<file path="config.mk">
export PLATFORM = sky130hd
export DESIGN_NAME = game_rate_detect
export DESIGN_NICKNAME = d
export VERILOG_FILES = /design/src/rtl/game_rate_detect.sv
export SDC_FILE = /design/constraint.sdc
export NUM_CORES = 1
export LEC_CHECK = 0
export BUFFER_PORTS_ARGS = -buffer_cell sky130_fd_sc_hd__buf_2
export CORE_MARGIN = 2
export CORE_UTILIZATION = 60
export CTS_CLUSTER_SIZE = 8
export DETAILED_ROUTE_END_ITERATION = 16
export GPL_TIMING_DRIVEN = 0
export PLACE_DENSITY = 0.73
export RECOVER_POWER = 25
export SYNTH_ARGS = -nofsm -noshare
export SYNTH_HDL_FRONTEND = slang
export SYNTH_SLANG_ARGS = --single-unit
</file>
<file path="constraint.sdc">
create_clock -name clk -period 3.45 [get_ports clk]
set_clock_uncertainty 0.15 [all_clocks]
set_input_delay 0.5175 -clock clk [delete_from_list [all_inputs] [get_ports clk]]
set_output_delay 0.5175 -clock clk [all_outputs]
set_load 0.1 [all_outputs]
</file>
<file path="src/rtl/game_rate_detect.sv">
// Recovers the game clock divider's 2-bit rate code from clk_game toggle spacing, plus a tick per rising edge.
// Latency: tick and all status outputs are 3 clk edges after clk_game changes; no backpressure, pure monitor.
module game_rate_detect #(
  parameter int BASE = 12500000,
  parameter int TOL  = 2,
  parameter int CW   = 32
) (
  input  logic       clk,
  input  logic       rst_n,
  input  logic       clk_game,
  output logic       tick,
  output logic [1:0] rate_code,
  output logic       rate_valid,
  output logic       err
);

  typedef enum logic [1:0] {
    IDLE = 2'd0,
    ACQ  = 2'd1,
    LOCK = 2'd2
  } state_t;

  // One count past the longest acceptable interval, so a valid code-3 interval never times out.
  localparam logic [CW-1:0] TMO_CNT = CW'(8 * BASE + TOL + 2);
  localparam logic [CW-1:0] CNT_MAX = {CW{1'b1}};

  logic          s1, s2, s3;
  logic          ev, rise;
  logic [CW-1:0] cnt;
  state_t        state, state_nxt;
  logic [1:0]    cand, cand_nxt;
  logic          cand_vld, cand_vld_nxt;
  logic [1:0]    code_nxt;
  logic          err_nxt;
  logic          cls_hit;
  logic [1:0]    cls_code;
  logic          tmo;

  function automatic logic [2:0] classify(input logic [CW-1:0] ival);
    logic [2:0]    res;
    logic [CW-1:0] nom;
    res = 3'b000;
    for (int c = 0; c < 4; c++) begin
      nom = CW'(BASE * (1 << c) + 1);
      if ((ival >= nom - CW'(TOL)) && (ival <= nom + CW'(TOL))) begin
        res = {1'b1, 2'(c)};
      end
    end
    return res;
  endfunction

  always_ff @(posedge clk or negedge rst_n) begin
    if (!rst_n) begin
      s1 <= 1'b0;
      s2 <= 1'b0;
      s3 <= 1'b0;
    end else begin
      s1 <= clk_game;
      s2 <= s1;
      s3 <= s2;
    end
  end

  assign ev   = s2 ^ s3;
  assign rise = s2 & ~s3;

  // The count seen on an event cycle is the distance from the previous event.
  always_ff @(posedge clk or negedge rst_n) begin
    if (!rst_n) begin
      cnt <= '0;
    end else if (ev) begin
      cnt <= CW'(1);
    end else if (cnt != CNT_MAX) begin
      cnt <= cnt + CW'(1);
    end
  end

  assign {cls_hit, cls_code} = classify(cnt);
  assign tmo = (state != IDLE) && (cnt == TMO_CNT) && !ev;

  always_ff @(posedge clk or negedge rst_n) begin
    if (!rst_n) begin
      state <= IDLE;
    end else begin
      state <= state_nxt;
    end
  end

  always_comb begin
    state_nxt = state;
    case (state)
      IDLE: begin
        if (ev) state_nxt = ACQ;
      end
      ACQ: begin
        if (ev) begin
          if (cls_hit && cand_vld && (cand == cls_code)) state_nxt = LOCK;
        end else if (tmo) begin
          state_nxt = IDLE;
        end
      end
      LOCK: begin
        if (ev) begin
          if (!cls_hit || (cls_code != rate_code)) state_nxt = ACQ;
        end else if (tmo) begin
          state_nxt = IDLE;
        end
      end
      default: state_nxt = IDLE;
    endcase
  end

  always_comb begin
    err_nxt      = 1'b0;
    cand_nxt     = cand;
    cand_vld_nxt = cand_vld;
    code_nxt     = rate_code;
    case (state)
      IDLE: begin
        if (ev) cand_vld_nxt = 1'b0;
      end
      ACQ: begin
        if (ev) begin
          if (cls_hit) begin
            if (cand_vld && (cand == cls_code)) begin
              code_nxt = cls_code;
            end else begin
              cand_nxt     = cls_code;
              cand_vld_nxt = 1'b1;
            end
          end else begin
            err_nxt      = 1'b1;
            cand_vld_nxt = 1'b0;
          end
        end else if (tmo) begin
          err_nxt      = 1'b1;
          cand_vld_nxt = 1'b0;
        end
      end
      LOCK: begin
        if (ev) begin
          if (cls_hit) begin
            // A clean switch to another rate seeds the candidate without flagging an error.
            if (cls_code != rate_code) begin
              cand_nxt     = cls_code;
              cand_vld_nxt = 1'b1;
            end
          end else begin
            err_nxt      = 1'b1;
            cand_vld_nxt = 1'b0;
          end
        end else if (tmo) begin
          err_nxt      = 1'b1;
          cand_vld_nxt = 1'b0;
        end
      end
      default: begin
        cand_vld_nxt = 1'b0;
      end
    endcase
  end

  always_ff @(posedge clk or negedge rst_n) begin
    if (!rst_n) begin
      cand      <= 2'd0;
      cand_vld  <= 1'b0;
      rate_code <= 2'd0;
      err       <= 1'b0;
      tick      <= 1'b0;
    end else begin
      cand      <= cand_nxt;
      cand_vld  <= cand_vld_nxt;
      rate_code <= code_nxt;
      err       <= err_nxt;
      tick      <= rise;
    end
  end

  assign rate_valid = (state == LOCK);

endmodule
</file>
# [Yosys cells after proc, flatten, opt, wreduce, memory -nomap -nowiden]
# Cells that the tools add are included.
[classes] add_sub_neg=1 order_cmp=8 eq_ne=17 n_mux=33 bitwise_logic=3 n_reduce_logical=21
[op_table] op="32-bit two-way mux" n=2
[op_table] op="32-bit by 1-bit adder with 32-bit output (second input constant)" n=1
[op_table] op="32-bit by 27-bit equality test with 1-bit output (second input constant)" n=1
[op_table] op="32-bit by 24-bit greater-or-equal comparator with 1-bit output (second input constant)" n=1
[op_table] op="32-bit by 25-bit greater-or-equal comparator with 1-bit output (second input constant)" n=1
[op_table] op="32-bit by 26-bit greater-or-equal comparator with 1-bit output (second input constant)" n=1
[op_table] op="32-bit by 27-bit greater-or-equal comparator with 1-bit output (second input constant)" n=1
[op_table] op="32-bit by 24-bit less-or-equal comparator with 1-bit output (second input constant)" n=1
[op_table] op="32-bit by 25-bit less-or-equal comparator with 1-bit output (second input constant)" n=1
[op_table] op="32-bit by 26-bit less-or-equal comparator with 1-bit output (second input constant)" n=1
[op_table] op="32-bit by 27-bit less-or-equal comparator with 1-bit output (second input constant)" n=1
[op_table] op="32-bit inequality test (second input constant)" n=1
[op_table] op="2-bit two-way mux" n=12
[op_table] op="1-bit two-way mux" n=12
[op_table] op="3-bit two-way mux" n=4
[op_table] op="1-bit logical AND" n=9
[op_table] op="2-bit inequality test (second input constant)" n=4
[op_table] op="7-bit AND reduction" n=1
[op_table] op="2-bit by 1-bit inequality test with 1-bit output (second input constant)" n=3
[op_table] op="2-bit case mux with 3 select lines" n=1
[op_table] op="3-bit AND reduction" n=2
[op_table] op="2-bit nonzero test" n=3
[op_table] op="4-bit by 3-bit inequality test with 1-bit output (second input constant)" n=1
[op_table] op="4-bit inequality test (second input constant)" n=1
[op_table] op="other kinds (16)" n=17
[word_totals] ff_bits=44 input_bits=3 word_cells=93

# [Depth between registers and ports, before layout]
[logic_depth] depth_word=12 ltp_mapped=11 depth_no_buf=10

# [Worst setup path before layout]
# OpenSTA, ideal clock, no wires.
[synth_path] path_type="register to register" start="register cnt[0]" end="register cand[0]" arrival_ns=2.797 slack_ns=0.375 stages_incl_launch_ff=11 period_less_slack_ns=3.075 cell_sequence="dfrtp_1 ha_1 or4_1 o21ai_0 nand4b_1 a211oi_4 or3_1 a211oi_2 a211o_1 a211oi_2 mux2_1"
[synth_via] elab_chain_len=9 word_cells_on_any_way=31 classes_between="8 x order compare; 6 x eq/ne; 11 x mux; 6 x reduce/logical"
[synth_lines] item="start: declaration" line="29" rtl="logic [CW-1:0] cnt;"
[synth_lines] item="start signal: assignment" line="74" rtl="cnt <= cnt + CW'(1);"
[synth_lines] item="32-bit by 25-bit greater-or-equal comparator with 1-bit output or 32-bit by 25-bit less-or-equal comparator with 1-bit output (tied branches)" line="45" rtl="if ((ival >= nom - CW'(TOL)) && (ival <= nom + CW'(TOL))) begin"
[synth_lines] item="1-bit logical AND" line="45"
[synth_lines] item="3-bit two-way mux (2 in series)" line="45"
[synth_lines] item="3-bit two-way mux (*)" line="45"
[synth_lines] item="2-bit equality test (tied with other cells)" line="125" rtl="if (cand_vld && (cand == cls_code)) begin"
[synth_lines] item="1-bit logical AND (tied with other cells)" line="125"
[synth_lines] item="2-bit inequality test (no line) (tied with other cells)"
[synth_lines] item="7-bit AND reduction (no line) or 2-bit case mux with 2 select lines (tied branches)"
[synth_lines] item="end signal: assignment" line="171" rtl="cand <= cand_nxt;"
[synth_lines] item="end: declaration" line="31" rtl="logic [1:0] cand, cand_nxt;"
# Mark *: on every way between the ends. The rest lies on a longest branch, timed or not. The select of a mux whose other input is x is not followed.
# A chain may end at the register's enable or synchronous reset.

# [Final worst setup path]
[layout_path] start="register cnt[0]" end="register cand[1]"
# Same word-level chain as after synthesis.

==> summary.md <==
| Metric | Value |
|---|---|
| Outcome | `finished, violations left` |
| Violated checks | `capacitance limit, slew limit` |
| Post-Syn Area | `roughly 0.0029 mm2` |
| Area of the multi-input gates | `~0.0017 mm2` |
| Cell repeated most along the worst path | `a211oi_4` |
| Req. time, crit path | `3480 ps` |
| Final Instance Area | `~0.0031 mm2` |
| Htree depth | `2` |
| Ranking of synthesized cells by area | `dfrtp_1, xor2_1, nor2_1` |
| Seq cells post-synth | `44` |
| Max clock buf depth | `2` |
| Net Count, Synth | `334` |
| Worst-Skew Late Latency | `300 ps` |
| Number of global-route vias before repair | `2282` |
| Number of synthesized flops with an enable pin | `0` |
| Register area share after synthesis | `38.3%` |
| Layout cells sized above 1 | `12.6%` |
| # hold bufs at CTS | `0` |
| Post-Route WL | `6510 um` |
| Global-route wire length before repair | `approximately 11000 um` |
| P_leak | `0.00131 uW` |
| Die X | `73.2 um` |
| Post-layout util | `around two thirds` |
| Largest net degree at the start of global routing | `45` |
| Crit path largest cell delay | `~460 ps` |
| Crit-path cells | `ha_1 > or4_1 > o21ai_1 > nand4b_1 > a211oi_4 > or3_1 > a211oi_2 > a211o_1 > a211oi_4 > mux2_1` |
| Crit path DAT | `3390 ps` |
| Setup_tns | `0 ps` |
| Crit-path leading delay family | `compound AO/OA/AOI/OAI gates` |
| RSZ-0062 raised after global routing | `no` |
| DRC | `0` |
| Diodes inserted | `0` |
| Pre-CTS WS | `about 80 ps` |
| Critical Path Start Type | `register` |
| Slew Viols, Final | `45` |
| Synth top area share | `a little under two fifths` |
| Crit path kind | `register to register` |
| Die area | `0.00536 mm2` |
| TritonRoute pass-1 iters | `4` |
| Maxcap violations | `1` |
| Worst VDD drop | `approximately 0.30 mV` |
| Num CTS Buffers | `5` |
| Avg WL per Cell | `16.5 um` |
| Crit path buf inv count | `0` |
| Final WS setup | `slightly below 100 ps` |
| Reg clk slew, reported paths | `80 ps` |
| Grt total ovfl | `0` |
| Core area | `0.00466 mm2` |
| DR vias | `2428` |
| Crit path time final | `3350 ps` |
| Cell variety after synth | `55` |
| Fin crit share | `97.2%` |
| Initial antenna violation count | `0` |
| Site Rows | `25` |
| Final setup viols | `0` |
| Area Overhead vs Synth | `8.87%` |
| GRT Overall Usage | `26.3%` |
| Endpoints failing hold | `0` |
| Register area | `0.00110 mm2` |
| PwrDens | `434 mW/mm2` |
| Syn Area/Cell | `just under 9 um2` |
| Synth Flop Type | `dfrtp_1` |
| Detailed placement HPWL | `between 4000 and 5000 um` |
| Worst-path fanout max | `6` |
| Relative slew slack | `-51.7%` |
| Via/cell ratio | `6.16` |
| Starting Density | `61.7%` |
| Antenna Nets Post-Route | `0` |
| Routability cong. | `~1` |
| Highest Clock Rate | `0.298 GHz` |
| Worst slew pin tran | `between 2000 and 2500 ps` |
| Clock sink count | `44` |
| Ports | `8` |
| Placed cell areas | `~0.003 mm2` |
| Clock root cell | `clkbuf_8` |
| Filler Cells Inserted | `387` |
| Chip height | `73.2 um` |
| Asr flop ratio synth | `between 90% and 100%` |
| Cells after Synth | `323` |
| IO buf count | `7` |
| Count of nets after finishing | `350` |
| Synth area leader | `dfrtp_1` |
| CTS tree | `done` |
| Number of synthesis warnings | `0` |
| Hold crit path type | `input port to register` |
| Slowest CP cell | `dfrtp_2` |
| CP Capture Type | `register` |
| Initial DRC Count | `219` |
layer usage:
| metal | share of wire [%] | GRT usage [%] | up-vias |
|---|---|---|---|
| met3 | 4.7 | 4.83 | 9 |
| li1 | - | - | 1197 |
| met2 | 45 | 38.7 | 61 |
| met5 | 0 | 0 | - |
| met1 | 49 | 38.9 | 1161 |
| met4 | 1.4 | 8.23 | 0 |
area by class of cell:
class	instances	share of cell area (%)
inverters	11	1.32
clock buffers	5	2.20
multi-input cells	251	53.8
plain buffers	17	2.44
flip-flops and latches	44	35.2
clock inverters	3	1.36
repair buffers	9	1.56
well taps	54	2.16
through the flow:
step	power (uW)	std cells	hold slack (ps)
after CTS	1340	392	170
after global routing	1420	394	166
final	1360	394	173
after floorplan	873	323	71.9
after global placement	948	384	198
after detailed placement	953	384	189
power breakdown:
part	switching, uW	internal, uW	total, uW	leakage (uW)
Sequential	22.3	543	566	0.000597
Clock	177	214	391	0.0000541
Combinational	267	134	402	0.000663
synthesized netlist by cell type, types with 2 or more instances:
cell       number
buf_2           3
or4b_1          2
or3_1           7
nand4bb_1       2
dfrtp_1        44
nor3_2          4
xnor2_1         9
nand3_1        11
mux2_2          2
nand2_1        29
nor4_1          8
mux2_1          2
or4_4           2
a21oi_1        15
nand4_1        21
nor4b_1         2
a211oi_2        2
inv_1          11
nor3_1          5
nor3b_1         3
a211o_1         4
nand4b_1        2
o211ai_1        3
o21ai_0        10
or4_1           3
or2_2           4
ha_1            8
and3_1          7
and2_1          4
and4_1          2
clkbuf_1       12
nor2_1         36
mux2i_1         4
xor2_1         19
worst paths after layout:
check	from	to	slack, ps	cells past startpoint
max	cnt[0]$_DFFE_PN0P_	cand[1]$_DFFE_PN0P_	100	10
min	clk_game	s1$_DFF_PN0_	170	1
max reg2reg	cnt[0]$_DFFE_PN0P_	cand[1]$_DFFE_PN0P_	100	10
min reg2reg	s1$_DFF_PN0_	s2$_DFF_PN0_	210	0
max in group asynchronous	rst_n	cnt[0]$_DFFE_PN0P_	950	1
min in group asynchronous	rst_n	cnt[23]$_DFFE_PN0P_	740	1
layout by cell type (no fill, tap or decap), types with 3 or more instances in the layout:
cell,n
o21ai_0,9
nor4_1,7
a211o_1,4
and2_1,4
buf_2,9
clkbuf_1,13
nand4_1,21
xor2_1,19
nand2_1,29
nor3_1,5
and3_1,7
or3_1,7
a21oi_1,15
nor3b_1,3
nor2_1,36
ha_1,8
nor3_2,4
nand3_1,10
or2_2,4
clkbuf_8,5
inv_1,11
xnor2_1,9
mux2i_1,4
or4_1,3
dfrtp_1,43
o211ai_1,3
what timing repair did:
item | 4_1_cts | 5_1_grt
setup endpoints to repair | 0 | 5
buffers inserted | 0 | 2
resized for setup | 0 | 7
flip-flops by register name, indices dropped and copies added (netlist names):
name       count
cnt           32
cand           2
s1             1
s2             1
err            1
cand_vld       1
rate_code      2
s3             1
state          2
tick           1
cell families (layout without fill, tap and decap cells):
kind of cell	after synthesis	after routing	synth area share, %
XOR/XNOR	28	28	8.53
flip-flops	44	44	38.3
buffers and inverters	28	45	4.09
AO/OA/AOI/OAI	47	47	11.4
AND/OR/NAND/NOR	160	160	31.3
adder cells (fa/ha/maj)	8	8	3.48
multiplexers	8	8	2.96
Note: power is estimated with default switching activity, not from simulation.
